File: src/rtl/mega_debug_burst_ctl.sv
// Burst sequencer for the ATMEGA debug memory port.
// Takes one command (start address, byte count, direction) from the debug host
// front-end and turns it into single-byte deb_* strobes with auto-increment.
// Write bytes arrive over a valid/ready stream and read bytes leave over one.
// In TEXT, write bursts must cover whole words, starting on an even address.
// This lets the memory selector see the even byte and then the odd byte, and
// commit each 16-bit word as a unit.
//
// Handshake rule, identical on cmd_*, wdat_* and rdat_*: a transfer happens on
// the rising edge where valid and ready are both 1. A producer may not make
// valid depend on ready. Ready here is a pure function of registered state.
module mega_debug_burst_ctl #(
    parameter int ADDR_W      = 25,
    parameter int LEN_W       = 16,
    parameter int TEXT_LENGTH = 'h020000,
    parameter int RD_LATENCY  = 1
) (
    input  logic              clk,
    input  logic              rst,
    input  logic              cmd_valid,
    output logic              cmd_ready,
    input  logic [ADDR_W-1:0] cmd_addr,
    input  logic [LEN_W-1:0]  cmd_len,
    input  logic              cmd_wr,
    input  logic              abort,
    input  logic              wdat_valid,
    output logic              wdat_ready,
    input  logic [7:0]        wdat,
    output logic              rdat_valid,
    input  logic              rdat_ready,
    output logic [7:0]        rdat,
    output logic              busy,
    output logic              done,
    output logic              err,
    output logic [ADDR_W-1:0] deb_addr,
    output logic              deb_en,
    output logic              deb_wr,
    output logic              deb_rd,
    output logic [7:0]        deb_wdat,
    input  logic [7:0]        deb_rdat
);

    // FSM encoding; "state" is the signal to probe when debugging.
    localparam logic [2:0] S_IDLE     = 3'd0;
    localparam logic [2:0] S_WR       = 3'd1;
    localparam logic [2:0] S_RD_ISSUE = 3'd2;
    localparam logic [2:0] S_RD_WAIT  = 3'd3;
    localparam logic [2:0] S_RD_HOLD  = 3'd4;

    // One bit wider than an address, so the end of a burst never wraps.
    localparam logic [ADDR_W:0] ADDR_SPAN = {1'b1, {ADDR_W{1'b0}}};
    localparam logic [ADDR_W:0] TEXT_LIM  = (ADDR_W+1)'(TEXT_LENGTH);
    localparam logic [1:0]      LAT_LOAD  = 2'(RD_LATENCY - 1);

    logic [2:0]        state;
    logic [ADDR_W-1:0] addr;
    logic [LEN_W-1:0]  rem;
    logic [1:0]        lat_cnt;
    logic [7:0]        rdat_q;
    logic              done_q;
    logic              err_q;
    logic              live;

    logic [ADDR_W:0]   cmd_end;
    logic              in_text;
    logic              reject;
    logic              cmd_fire;
    logic              wr_fire;
    logic              rd_fire;
    logic              last_byte;

    // Command legality is checked on the accept edge, using exclusive end address.
    always_comb begin
        cmd_end = {1'b0, cmd_addr} + (ADDR_W+1)'(cmd_len);
        in_text = {1'b0, cmd_addr} < TEXT_LIM;
        reject  = 1'b0;
        if (cmd_len == '0) begin
            reject = 1'b1;
        end
        if (cmd_end > ADDR_SPAN) begin
            reject = 1'b1;
        end
        // TEXT writes must be whole, even-aligned words that end inside TEXT.
        if (cmd_wr && in_text && (cmd_addr[0] || cmd_len[0] || (cmd_end > TEXT_LIM))) begin
            reject = 1'b1;
        end
    end

    // Handshake qualifiers. These are all decoded from registered state.
    always_comb begin
        // No command is taken during the first cycle after reset or during the done pulse.
        cmd_ready  = live && (state == S_IDLE) && !done_q;
        cmd_fire   = cmd_valid && cmd_ready;
        wdat_ready = (state == S_WR);
        wr_fire    = wdat_ready && wdat_valid;
        rdat_valid = (state == S_RD_HOLD);
        rd_fire    = rdat_valid && rdat_ready;
        last_byte  = (rem == LEN_W'(1));
    end

    // Memory-side strobes. Address and data are zero when no access is in progress.
    always_comb begin
        deb_wr   = wr_fire;
        deb_rd   = (state == S_RD_ISSUE);
        deb_en   = deb_wr || deb_rd;
        deb_addr = deb_en ? addr : '0;
        deb_wdat = wr_fire ? wdat : 8'h00;
        busy     = (state != S_IDLE);
        done     = done_q;
        err      = err_q;
        rdat     = rdat_q;
    end

    // Burst sequencer: state, address/remaining counters, read capture and pulses.
    always_ff @(posedge clk) begin
        if (!rst) begin
            state   <= S_IDLE;
            addr    <= '0;
            rem     <= '0;
            lat_cnt <= 2'd0;
            rdat_q  <= 8'h00;
            done_q  <= 1'b0;
            err_q   <= 1'b0;
            live    <= 1'b0;
        end else begin
            live   <= 1'b1;
            done_q <= 1'b0;
            err_q  <= 1'b0;
            if ((state != S_IDLE) && abort) begin
                // Abort stops the burst silently. A half-written TEXT word stays uncommitted.
                state <= S_IDLE;
            end else begin
                case (state)
                    S_IDLE: begin
                        if (cmd_fire) begin
                            if (reject) begin
                                err_q <= 1'b1;
                            end else begin
                                addr  <= cmd_addr;
                                rem   <= cmd_len;
                                state <= cmd_wr ? S_WR : S_RD_ISSUE;
                            end
                        end
                    end
                    S_WR: begin
                        if (wr_fire) begin
                            addr <= addr + ADDR_W'(1);
                            rem  <= rem - LEN_W'(1);
                            if (last_byte) begin
                                state  <= S_IDLE;
                                done_q <= 1'b1;
                            end
                        end
                    end
                    S_RD_ISSUE: begin
                        lat_cnt <= LAT_LOAD;
                        state   <= S_RD_WAIT;
                    end
                    S_RD_WAIT: begin
                        if (lat_cnt == 2'd0) begin
                            rdat_q <= deb_rdat;
                            state  <= S_RD_HOLD;
                        end else begin
                            lat_cnt <= lat_cnt - 2'd1;
                        end
                    end
                    S_RD_HOLD: begin
                        if (rd_fire) begin
                            addr <= addr + ADDR_W'(1);
                            rem  <= rem - LEN_W'(1);
                            if (last_byte) begin
                                state  <= S_IDLE;
                                done_q <= 1'b1;
                            end else begin
                                state <= S_RD_ISSUE;
                            end
                        end
                    end
                    default: begin
                        state <= S_IDLE;
                    end
                endcase
            end
        end
    end

endmodule

File: config.mk
export PLATFORM = sky130hd
export DESIGN_NAME = mega_debug_burst_ctl
export DESIGN_NICKNAME = d
export VERILOG_FILES = /design/src/rtl/mega_debug_burst_ctl.sv
export SDC_FILE = /design/constraint.sdc
export NUM_CORES = 1
export LEC_CHECK = 0
export BUFFER_PORTS_ARGS = -buffer_cell sky130_fd_sc_hd__buf_2
export CORE_ASPECT_RATIO = 0.7
export CORE_MARGIN = 1
export CORE_UTILIZATION = 45
export CTS_BUF_LIST = sky130_fd_sc_hd__clkbuf_16
export CTS_CLUSTER_DIAMETER = 120
export DETAILED_ROUTE_END_ITERATION = 7
export PLACE_DENSITY = 0.69
export SETUP_SLACK_MARGIN = 0.2
export SKIP_LAST_GASP = 1
export SYNTH_ARGS = -nofsm -noshare
export SYNTH_HDL_FRONTEND = slang
export SYNTH_SLANG_ARGS = --single-unit
File: constraint.sdc
create_clock -name clk -period 8.4 [get_ports clk]
set_input_delay 0.42 -clock clk [delete_from_list [all_inputs] [get_ports clk]]
set_output_delay 0.42 -clock clk [all_outputs]
set_load 0.005 [all_outputs]
After elaboration in Yosys (flattened, before gate mapping)
Index checks and enable logic that the tools add are counted.
{ "classes": {"reduce_logical": 24, "n_eq_ne": 12, "addsub": 4, "magnitude_cmp": 3, "bitwise": 4, "mux": 32} }
{ "ops": {"columns": ["op", "count"], "rows": [
  ["two-way mux 25 bit", 5],
  ["one-hot mux 25 bit (3 select lines)", 1],
  ["two-way mux 16 bit", 4],
  ["one-hot mux 16 bit (3 select lines)", 1],
  ["adder 25 x 16 -> 26 bit", 1],
  ["> comparator 26 x 18 -> 1 bit (second input constant)", 1],
  ["> comparator 26 bit (second input constant)", 1],
  ["adder 25 x 1 -> 25 bit (second input constant)", 1],
  ["< comparator 25 x 18 -> 1 bit (second input constant)", 1],
  ["two-way mux 3 bit", 6],
  ["equality test 16 x 1 -> 1 bit (second input constant)", 1],
  ["logical NOT 16 bit", 1],
  ["subtractor 16 x 1 -> 16 bit (second input constant)", 1],
  ["one-hot mux 3 bit (5 select lines)", 1],
  ["AND reduction 6 bit", 2],
  ["logical AND 1 bit", 8],
  ["two-way mux 1 bit", 8],
  ["two-way mux 8 bit", 1],
  ["inequality test 2 bit (second input constant)", 4],
  ["equality test 3 x 2 -> 1 bit (second input constant)", 2],
  ["two-way mux 2 bit", 3],
  ["inequality test 2 x 1 -> 1 bit (second input constant)", 3],
  ["AND reduction 3 bit", 2],
  ["nonzero test 3 bit", 2],
  ["other kinds (13)", 18]
]} }
{ "word_totals": {"reg_bits": 57, "output_inout_bits": 50, "inputBits": 64, "wordCells": 87} }

Depth between registers and ports, before layout
Gate-level depths: netlist of the first run.
{ "depth": {"depth_word": 8, "ltp_mapped": 15, "depth_no_buf": 13} }

Worst setup path after synthesis of the first run
No wires, ideal clock.
{ "synth_path": {"kind": "input to register", "start": "input port cmd_addr[0]", "end": "register addr[0]", "path_stages": 15, "arrival_ps": 2989, "path_slack_ps": 5323, "t_required_ps": 8312, "setup_time_ps": 88, "path_cell_list": "ha_1 > inv_1 > fa_1 > nand2b_1 > a211oi_2 > o21ai_1 > a21boi_0 > o2111a_1 > o2111ai_1 > nor4_4 > o21a_1 > buf_6 > o21ai_2 > buf_6 > o32ai_2"} }
{ "synth_between": {"elab_chain_len": 7} }
{ "synth_lines": {"columns": ["item", "line", "rtl"], "rows": [
  ["start, declared", "22", "input logic [ADDR_W-1:0] cmd_addr,"],
  ["adder 25 x 16 -> 26 bit", "74", "cmd_end = {1'b0, cmd_addr} + (ADDR_W+1)'(cmd_len);"],
  ["> comparator 26 x 18 -> 1 bit", "84", "if (cmd_wr && in_text && (cmd_addr[0] || cmd_len[0] || (cmd_end > TEXT_LIM))) begin"],
  ["logical OR 1 bit", "84", null],
  ["logical AND 1 bit", "84", null],
  ["two-way mux 1 bit", "84", null],
  ["inequality test 2 bit (no line)", null, null],
  ["AND reduction 6 bit (no line)", null, null],
  ["end signal, assigned", "139", "addr <= cmd_addr;"],
  ["end signal, assigned", "147", "addr <= addr + ADDR_W'(1);"],
  ["end signal, assigned", "169", "addr <= addr + ADDR_W'(1);"],
  ["end, declared", "56", "logic [ADDR_W-1:0] addr;"]
]} }
Several ways; a longest one is shown, not always the timed one. The select of a mux whose other input is x is not followed.
A chain may end at the register's enable or synchronous reset.

Worst setup path in the final report of the first run
{ "layout_path": {"start": "input port cmd_len[0]", "end": "register rem[12]"} }
{ "layout_between": {"elab_chain_len": 7} }
{ "layout_lines": {"columns": ["item", "line", "rtl"], "rows": [
  ["start, declared", "23", "input logic [LEN_W-1:0] cmd_len,"],
  ["adder 25 x 16 -> 26 bit", "74", null],
  ["> comparator 26 x 18 -> 1 bit", "84", null],
  ["logical OR 1 bit", "84", null],
  ["logical AND 1 bit", "84", null],
  ["two-way mux 1 bit (*)", "84", null],
  ["inequality test 2 bit (no line) (*)", null, null],
  ["AND reduction 6 bit (no line) (*)", null, null],
  ["end signal, assigned", "140", "rem <= cmd_len;"],
  ["end signal, assigned", "148", "rem <= rem - LEN_W'(1);"],
  ["end signal, assigned", "170", "rem <= rem - LEN_W'(1);"],
  ["end, declared", "57", "logic [LEN_W-1:0] rem;"]
]} }
Mark *: on every way between the ends. The rest lies on a longest branch, timed or not.

==> results of run 1 <==
worst max-delay path: stages:
cell and delay [ns]:
buf_2 0.13, ha_1 0.21, inv_1 0.08, fa_1 0.41, nand2b_1 0.21, a211oi_2 0.30
o21ai_1 0.24, nand2b_1 0.20, a211o_1 0.26, o2111ai_1 0.15, nor4_4 0.08, o21a_1 0.31
o21ai_2 0.55, buf_4 0.36, o22ai_1 0.12
logic make-up after synthesis:
| logic type | after synthesis | synth area share, % |
|---|---|---|
| XOR/XNOR | 11 | 2.101 |
| AO/OA/AOI/OAI | 187 | 28.05 |
| AND/OR/NAND/NOR | 271 | 30.91 |
| multiplexers | 9 | 1.965 |
| flip-flops | 57 | 24.88 |
| adder cells (fa/ha/maj) | 22 | 6.166 |
| buffers and inverters | 67 | 5.921 |
cell type report:
class / count / area, um2
inverter: 27 / 101.3
tap: 128 / 160.2
fill: 939 / 4358
timing repair buffer: 119 / 610.6
multi-input combinational: 500 / 3178
sequential: 57 / 1141
clock inverter: 6 / 22.52
clock buffer: 9 / 225.2
flip-flops by register name, summed over array words and instances, names as in the netlist:
name and count:
err 1, done 1, rdat 8, rem 16, addr 25, lat_cnt 2, live 1, state 3
layer usage:
metal  vias to the layer above  routed length (um)  global-route usage (%)  part of all wire [%]
li1                       2525                   -                       -                     -
met1                      2395                6841                   41.16                    46
met2                       284                6491                   42.80                    44
met3                        14                1434                   6.118                   9.6
met4                         0                 129                   7.761                  0.87
met5                         -                   0                       0                     0
per-stage QoR:
step	setup WS, ns	util, %	power [mW]	instance area (um2)
3_5_place_dp	4.258	52.99	0.6876	5191
5_1_grt	4.381	55.52	1.059	5439
4_1_cts	4.608	55.52	0.9993	5439
6_report	4.537	55.52	1.000	5439
2_1_floorplan	5.323	-	0.5861	4586
3_3_place_gp	4.454	52.99	0.6783	5191
final timing paths:
path                     from         end  slack [ns]  depth (start not counted)
hold / removal    deb_rdat[6]     rdat[6]        0.33                          3
setup / recovery   cmd_len[0]     rem[12]        4.54                         15
hold reg to reg    lat_cnt[1]  lat_cnt[1]        0.49                          2
setup reg to reg      addr[0]    addr[24]        5.25                         10
power by group through the flow:
| stage | registers (mW) | logic, mW | clock network (mW) |
|---|---|---|---|
| 3_3_place_gp | 0.347 | 0.331 | 0 |
| 6_report | 0.346 | 0.347 | 0.308 |
| 5_1_grt | 0.351 | 0.382 | 0.327 |
| 4_1_cts | 0.344 | 0.341 | 0.314 |
| 2_1_floorplan | 0.334 | 0.252 | 0 |
| 3_5_place_dp | 0.348 | 0.339 | 0 |
Yosys cell counts, types with 5 or more instances:
cell type / number
a211o_1: 5
a211oi_1: 5
a21oi_1: 43
a22oi_1: 17
and2_1: 11
and3_1: 8
clkbuf_1: 33
dfxtp_1: 57
ha_1: 21
inv_1: 27
mux2i_1: 9
nand2_1: 49
nand3_1: 21
nand4_1: 31
nor2_1: 63
nor2b_1: 22
nor3_1: 23
nor3b_1: 6
nor4_1: 14
o2111a_1: 6
o2111ai_1: 5
o211ai_1: 15
o21ai_0: 33
o22ai_1: 10
or3_1: 8
xnor2_1: 6
xor2_1: 5
==> flow_summary.ini, run 1 <==
[run_status]
status = complete, no violations

[worst_setup_path]
critical_path.endpoint_type = flip-flop
criticalPathCategory = in -> reg
critical_path_required_ns = 8.58
cp.arrival_ns = 4.05
cp-start-kind = primary input
critical_path.max_fanout = 18

[drt]
totalWireLength_um = 14900
wl_per_cell_um = 17.61
avgViaCountPerCell = 6.168
num_vias = 5218
first_pass_iters = 5
ant_nets = 0
drt_first_iter_violations = 676
drc = 0

[sta]
max_slew.worst_pin.slew_ns = 1.129
worst_hold_check_slack_ns = 0.3305
period_minus_slack_ns = 3.863
slew_headroom_pct = 24.74
clock.fmax_mhz = 258.8
hold_viol = 0
finalCritPeriodShare_pct = 45.99
setup_total_negative_slack_ns = 0
grt_setup_unrepaired = false
worst_clock_skew_ns = 0.006277
report.final.slew_viol_count = 0
report.final.setup_viol = 0

[power_and_ir_drop]
power.switching_fraction_pct = 37.49
power.combinational.fraction_pct = 34.7
cellPowerDensity_nw_per_um2 = 183.9
clockPowerShare_pct = 30.8
switchingPower_mw = 0.3750
p_int_mw = 0.6252
worst_ir_drop_on_vdd_mv = 0.1163
power.share.sequential_pct = 34.5
leakage_power_nw = 2.260

[logic_synthesis]
synth_enable_flop_cells = 0
post-synth-top-area-fraction_pct = 24.88
syn_area_um2 = 4586
async_reset_ff_share_pct = 0
post_synth_inst_count = 624
ys_dominant_reg_cell = dfxtp_1
netlist-cell-type-count = 63
postSynthNetCount = 710
ys_warn_count = 0
synth.ff_latch_count = 57
synth.area.top_cells = dfxtp_1, ha_1, nor2_1
synthesis.area_per_instance_um2 = 7.349
synth_largest_area_cell = dfxtp_1
ys_seq_area_share_pct = 24.88

[floorplanning]
start_util_pct = 46.81
fp.dieW_um = 122.7
die_area_um2 = 10600
pin_count = 114
core_um2 = 9797
rows = 30
die_height_um = 86.46

[placed_design]
routabilityCongestion = 0.9232
numPortBuffers = 113
place.detailed.instances = 831
detailed_place_hpwl_um = 10980

[global_route]
pin_count_of_the_biggest_net_entering_global_routing = 85
groute.usage.overall_pct = 28.60
via_count_of_the_first_global_routing_pass = 4564
grt_antenna_before_repair = 0
wire_length_of_the_first_global_routing_pass_um = 23530
gr-total-overflow = 0

[cts]
cts_resized = 0
clock_tree.htree_level_count = 3
cts_num_sinks = 57
cts_inserted_buffers = 9
cts_tree = built
clkLatencyLatePin_ns = 0.33
cts_hold_repair.buffers = 0
cts-root-to-sink-buffers = 2
ctsRootBufferMaster = clkbuf_16
clk_pin_slew_worst_setup_hold_paths_ns = 0.05
cts_post_setup_buffers_inserted = 0

[cells_and_area]
drive_gt1_share_pct = 20.33
syn2layout_area_growth_pct = 18.61
layout.cells.most_common = buf_2
finalNonFillerCells = 846
most-common-layout-cells = buf_2, nor2_1, dfxtp_1
num_antenna_cells = 0
nets = 800

[job]
maxCapViolations = 0

[hold_path]
hold_class = in -> reg
No activity file was read; power rests on OpenSTA's default activity.
==> inputs of run 2 (changes only) <==
clock period = 3.9 ns   (was 8.4 ns; I/O delays follow)
==> run 2 against run 1 <==
Against the previous run:
- clock skew increased by 0.0023 ns
- setup slack got worse by 4.0 ns
- non-clock buffer count grew 4
- cell count grew 0.47%
- die area did not move
- worst hold slack got worse by 0.23 ns
- utilization is 0.93 points higher
- sequential share of layout area decreased by 0.35 points
- critical path type unchanged
- largest cell class unchanged
- highest routed layer unchanged
==> flow_summary.ini, run 2 (synthesis gave the netlist of run 1 again) <==
[cells_and_area]
num_antenna_cells = 0
most-common-layout-cells = buf_2, nor2_1, dfxtp_1
n_fill_cell = 944
layout.cells.most_common = buf_2
nets = 804
post-route-util_pct = 56.45
most_flops_register = addr
syn2layout_area_growth_pct = 20.60
drive_gt1_share_pct = 21.47
largest_reg_flops = 25

[power_and_ir_drop]
switchingPower_mw = 0.8311
cellPowerDensity_nw_per_um2 = 420.1
power.combinational.fraction_pct = 32.5
power.share.sequential_pct = 32.0
worst_ir_drop_on_vdd_mv = 0.2129
clockPowerShare_pct = 35.5
p_int_mw = 1.492
leakage_power_nw = 2.284
power.switching_fraction_pct = 35.77

[placed_design]
detailed_place_hpwl_um = 11080
routabilityCongestion = 0.9428
numPortBuffers = 113

[cts]
clk_pin_slew_worst_setup_hold_paths_ns = 0.05
ctsRootBufferMaster = clkbuf_16
cts_inserted_buffers = 9
cts_hold_repair.buffers = 0
clkLatencyLatePin_ns = 0.33
cts_resized = 0
cts_num_sinks = 57
cts_tree = built
cts-root-to-sink-buffers = 2
clock_tree.htree_level_count = 3
cts_post_setup_buffers_inserted = 0

[floorplanning]
core_um2 = 9797
fp.dieW_um = 122.7
die_area_um2 = 10600
start_util_pct = 46.81
pin_count = 114
die_height_um = 86.46
rows = 30

[worst_setup_path]
cp.arrival_ns = 3.63
cp_slowest_stage_delay_ns = 0.41
critical-path-top-delay-family = compound AO/OA/AOI/OAI gates
critical_path.endpoint_type = flip-flop
critical_path_required_ns = 4.14
regToRegSetupSlack_ns = 0.81
cp-start-kind = primary input
critical_path.max_fanout = 20
criticalPathCategory = in -> reg
critical-path-slowest-cell = o21a_1
path_buf_inv = 3
crit_chain = buf_2 -> ha_1 -> inv_1 -> fa_1 -> nand2b_1 -> a211oi_2 -> o21ai_1 -> o211ai_1 -> xnor2_1 -> nand2_1 -> nor4_4 -> o21a_1 -> o21ai_2 -> buf_4 -> o32ai_2

[global_route]
wire_length_of_the_first_global_routing_pass_um = 23760
grt_antenna_before_repair = 0
via_count_of_the_first_global_routing_pass = 4773
groute.usage.overall_pct = 28.79
pin_count_of_the_biggest_net_entering_global_routing = 40
gr-total-overflow = 0

[sta]
setup_total_negative_slack_ns = 0
slew_headroom_pct = 24.92
hold_viol = 0
report.final.slew_viol_count = 0
grt_setup_unrepaired = false
period_minus_slack_ns = 3.393
worst_clock_skew_ns = 0.008549
report.final.setup_viol = 0
max_slew.worst_pin.slew_ns = 1.125
clock.fmax_mhz = 294.8
finalCritPeriodShare_pct = 86.99

[drt]
avgViaCountPerCell = 6.295
num_vias = 5351
wl_per_cell_um = 17.63
wl_met1_um = 6986
routed-wl-met3_um = 1253
met2WireLength_um = 6620
totalWireLength_um = 14990
maxUsedRoutingLayer = met4
first_pass_iters = 5
drt_first_iter_violations = 515
ant_nets = 0
drc = 0

[job]
maxCapViolations = 0

[hold_path]
hold_class = in -> reg

[run_status]
status = complete, no violations
run 2: metal layers:
| layer | track usage, % | vias to the layer above |
|---|---|---|
| met1 | 40.31 | 2555 |
| li1 | - | 2537 |
| met2 | 43.67 | 244 |
| met5 | 0 | - |
| met4 | 7.982 | 0 |
| met3 | 7.171 | 15 |
run 2: path summary, 6_finish.rpt:
path	cells after the start	endpoint	start
max	15	rem[0]	cmd_len[0]
min reg2reg	2	addr[24]	addr[24]
min	3	rdat[6]	deb_rdat[6]
max reg2reg	10	addr[24]	addr[0]
run 2: power groups by stage:
stage	Clock [mW]	Combinational, mW	Sequential, mW
floorplan	0	0.542	0.720
global placement	0	0.719	0.747
detailed placement	0	0.736	0.749
CTS	0.832	0.743	0.738
global route	0.853	0.833	0.754
finish	0.824	0.756	0.743
run 2: worst min-delay path, stage by stage:
cell     delay, ns
buf_2         0.08
mux2i_1       0.05
nor2_1        0.07
run 2: final cells by class:
class                   instances  area [um2]  share of cell area (%)
inverters                      27       101.3                   1.833
multi-input cells             500        3178                   57.47
clock inverters                 6       83.83                   1.516
flip-flops and latches         57        1141                   20.63
repair buffers                123       640.6                   11.58
clock buffers                   9       225.2                   4.072
well taps                     128       160.2                   2.896
run 2: metrics by stage:
| step | power [mW] | setup slack (ns) | hold slack (ns) | std cells | instance area (um2) |
|---|---|---|---|---|---|
| 2_1_floorplan | 1.262 | 1.048 | 0.2227 | 624 | 4586 |
| 3_3_place_gp | 1.465 | 0.4193 | 0.4317 | 835 | 5221 |
| 3_5_place_dp | 1.486 | 0.2302 | 0.4434 | 835 | 5221 |
| 4_1_cts | 2.314 | 0.5647 | 0.09966 | 850 | 5530 |
| 5_1_grt | 2.440 | 0.4004 | 0.1217 | 850 | 5530 |
| 6_report | 2.323 | 0.5073 | 0.1014 | 850 | 5530 |
==> inputs of run 3 (changes only) <==
clock period = 3.15 ns   (was 3.9 ns; I/O delays follow)
==> run 3 against run 2 <==
Against the previous run:
- critical path depth shrank 6
- clock power grew 44%
- critical endpoint is now state[0]
- cell count grew 2.4%
==> flow_summary.ini, run 3 (synthesis gave the netlist of run 1 again) <==
[run_status]
status = complete, no violations

[floorplanning]
fp.dieW_um = 122.7
core_um2 = 9797
start_util_pct = 46.81
die_area_um2 = 10600
rows = 30
die_height_um = 86.46
pin_count = 114

[global_route]
wire_length_of_the_first_global_routing_pass_um = 23870
via_count_of_the_first_global_routing_pass = 4718
groute.usage.overall_pct = 28.89
pin_count_of_the_biggest_net_entering_global_routing = 50
gr-total-overflow = 0
grt_antenna_before_repair = 0

[worst_setup_path]
criticalPathCategory = reg -> reg
critical_path_required_ns = 3.35
ff2ff_path_depth = 9
critical_path.endpoint_type = flip-flop
critical_path.max_fanout = 7
critical_path.reg2reg.startpoint = rem[4]
endpoint = state[0]
regToRegSetupSlack_ns = 0.29
worstSetupStartpoint = rem[4]
rr_endpoint = state[0]
cp.arrival_ns = 3.06
cp-start-kind = flip-flop

[placed_design]
routabilityCongestion = 0.9666
detailed_place_hpwl_um = 11340
place.detailed.instances = 850
dpl_worst_slack_ns = -0.1365
numPortBuffers = 113

[sta]
hold_viol = 0
period_minus_slack_ns = 2.859
worst_hold_check_slack_ns = 0.06682
worst_clock_skew_ns = 0.006816
max_slew.worst_pin.slew_ns = 0.9163
report.final.setup_viol = 0
grt_setup_unrepaired = true
timing.final.ws_setup_ns = 0.2910
slew_headroom_pct = 38.44
setup_total_negative_slack_ns = 0
report.final.slew_viol_count = 0
clock.fmax_mhz = 349.8
finalCritPeriodShare_pct = 90.76

[power_and_ir_drop]
cellPowerDensity_nw_per_um2 = 530.5
worst_ir_drop_on_vdd_mv = 0.2897
power.switching_fraction_pct = 33.86
clockPowerShare_pct = 38.1
p_int_mw = 2.061
switchingPower_mw = 1.055
power.combinational.fraction_pct = 32.4
power.share.sequential_pct = 29.5
leakage_power_nw = 2.471

[hold_path]
hold_class = in -> reg

[cells_and_area]
syn2layout_area_growth_pct = 28.08
largest_reg_flops = 25
layout.cells.most_common = buf_2
post-route-util_pct = 59.95
n_fill_cell = 900
drive_gt1_share_pct = 25.34
most_flops_register = addr
nets = 823
finalNonFillerCells = 870
most-common-layout-cells = buf_2, nor2_1, dfxtp_1
num_antenna_cells = 0

[drt]
avgViaCountPerCell = 6.168
num_vias = 5366
drt_first_iter_violations = 455
wl_per_cell_um = 17.56
totalWireLength_um = 15280
drc = 0
ant_nets = 0
first_pass_iters = 5

[cts]
cts_num_sinks = 57
cts_tree = built
clkLatencyLatePin_ns = 0.33
cts_inserted_buffers = 9
cts-root-to-sink-buffers = 2
cts_hold_repair.buffers = 0
clock_tree.htree_level_count = 3
clk_pin_slew_worst_setup_hold_paths_ns = 0.05
ctsRootBufferMaster = clkbuf_16

[job]
maxCapViolations = 0
run 3: cell count changes in the layout (fill, tap and decap cells not counted), moves of 2 or more:
cell        before  now
clkinvlp_4       2    0
nand3_1         21   19
buf_4           10   24
buf_12           0    4
o21ai_4          0    2
bufinv_16        2    4
nand3_2          0    2
nor4_1          14   12
run 3: how the worst min path moves through the flow:
stage | startpoint | depth (start not counted) | end | slack, ns
floorplan | rst | 0 | live | 0.19
global placement | deb_rdat[2] | 3 | rdat[2] | 0.39
detailed placement | deb_rdat[3] | 3 | rdat[3] | 0.40
CTS | deb_rdat[3] | 3 | rdat[3] | 0.06
global route | deb_rdat[3] | 3 | rdat[3] | 0.07
finish | deb_rdat[3] | 3 | rdat[3] | 0.07
run 3: timing repair:
action,in CTS,in global routing
setup buffers,1,3
pin swaps,1,4
resized for setup,2,16
endpoints found under the setup margin,1,43
run 3: power groups by stage:
| stage | Sequential, mW | Combinational (mW) | Clock [mW] |
|---|---|---|---|
| 2_1_floorplan | 0.892 | 0.671 | 0 |
| 3_3_place_gp | 0.921 | 0.938 | 0 |
| 3_5_place_dp | 0.927 | 0.964 | 0 |
| 4_1_cts | 0.913 | 0.971 | 1.19 |
| 5_1_grt | 0.930 | 1.10 | 1.23 |
| 6_report | 0.919 | 1.01 | 1.19 |
run 3: metal layers:
metal  wire length (um)  GRT usage [%]  vias to the layer above
li1                   -              -                     2572
met2               6636          43.11                      254
met3               1363          5.789                       19
met1               7127          42.08                     2521
met4                151          7.317                        0
met5                  0              0                        -
run 3: stage by stage:
step	power [mW]	area (um2)
after floorplan	1.563	4586
after global placement	1.859	5371
after detailed placement	1.891	5371
after CTS	3.075	5746
after global routing	3.256	5873
final	3.116	5873
run 3: worst max-delay path, cell delays in order (launching register included):
cell	delay (ns)
dfxtp_1	0.36
or3_1	0.43
or2_2	0.34
or3_1	0.36
or2_4	0.28
nor4b_4	0.28
nand4b_1	0.23
nor2_1	0.14
a2bb2oi_1	0.23
a211oi_1	0.10
run 3: layout make-up:
class	instances	area, um2	share of cell area, %
clock buffers	9	225.2	3.835
clock inverters	7	133.9	2.280
inverters	27	101.3	1.726
multi-input cells	500	3274	55.75
flip-flops and latches	57	1141	19.43
well taps	128	160.2	2.727
repair buffers	142	837.1	14.25
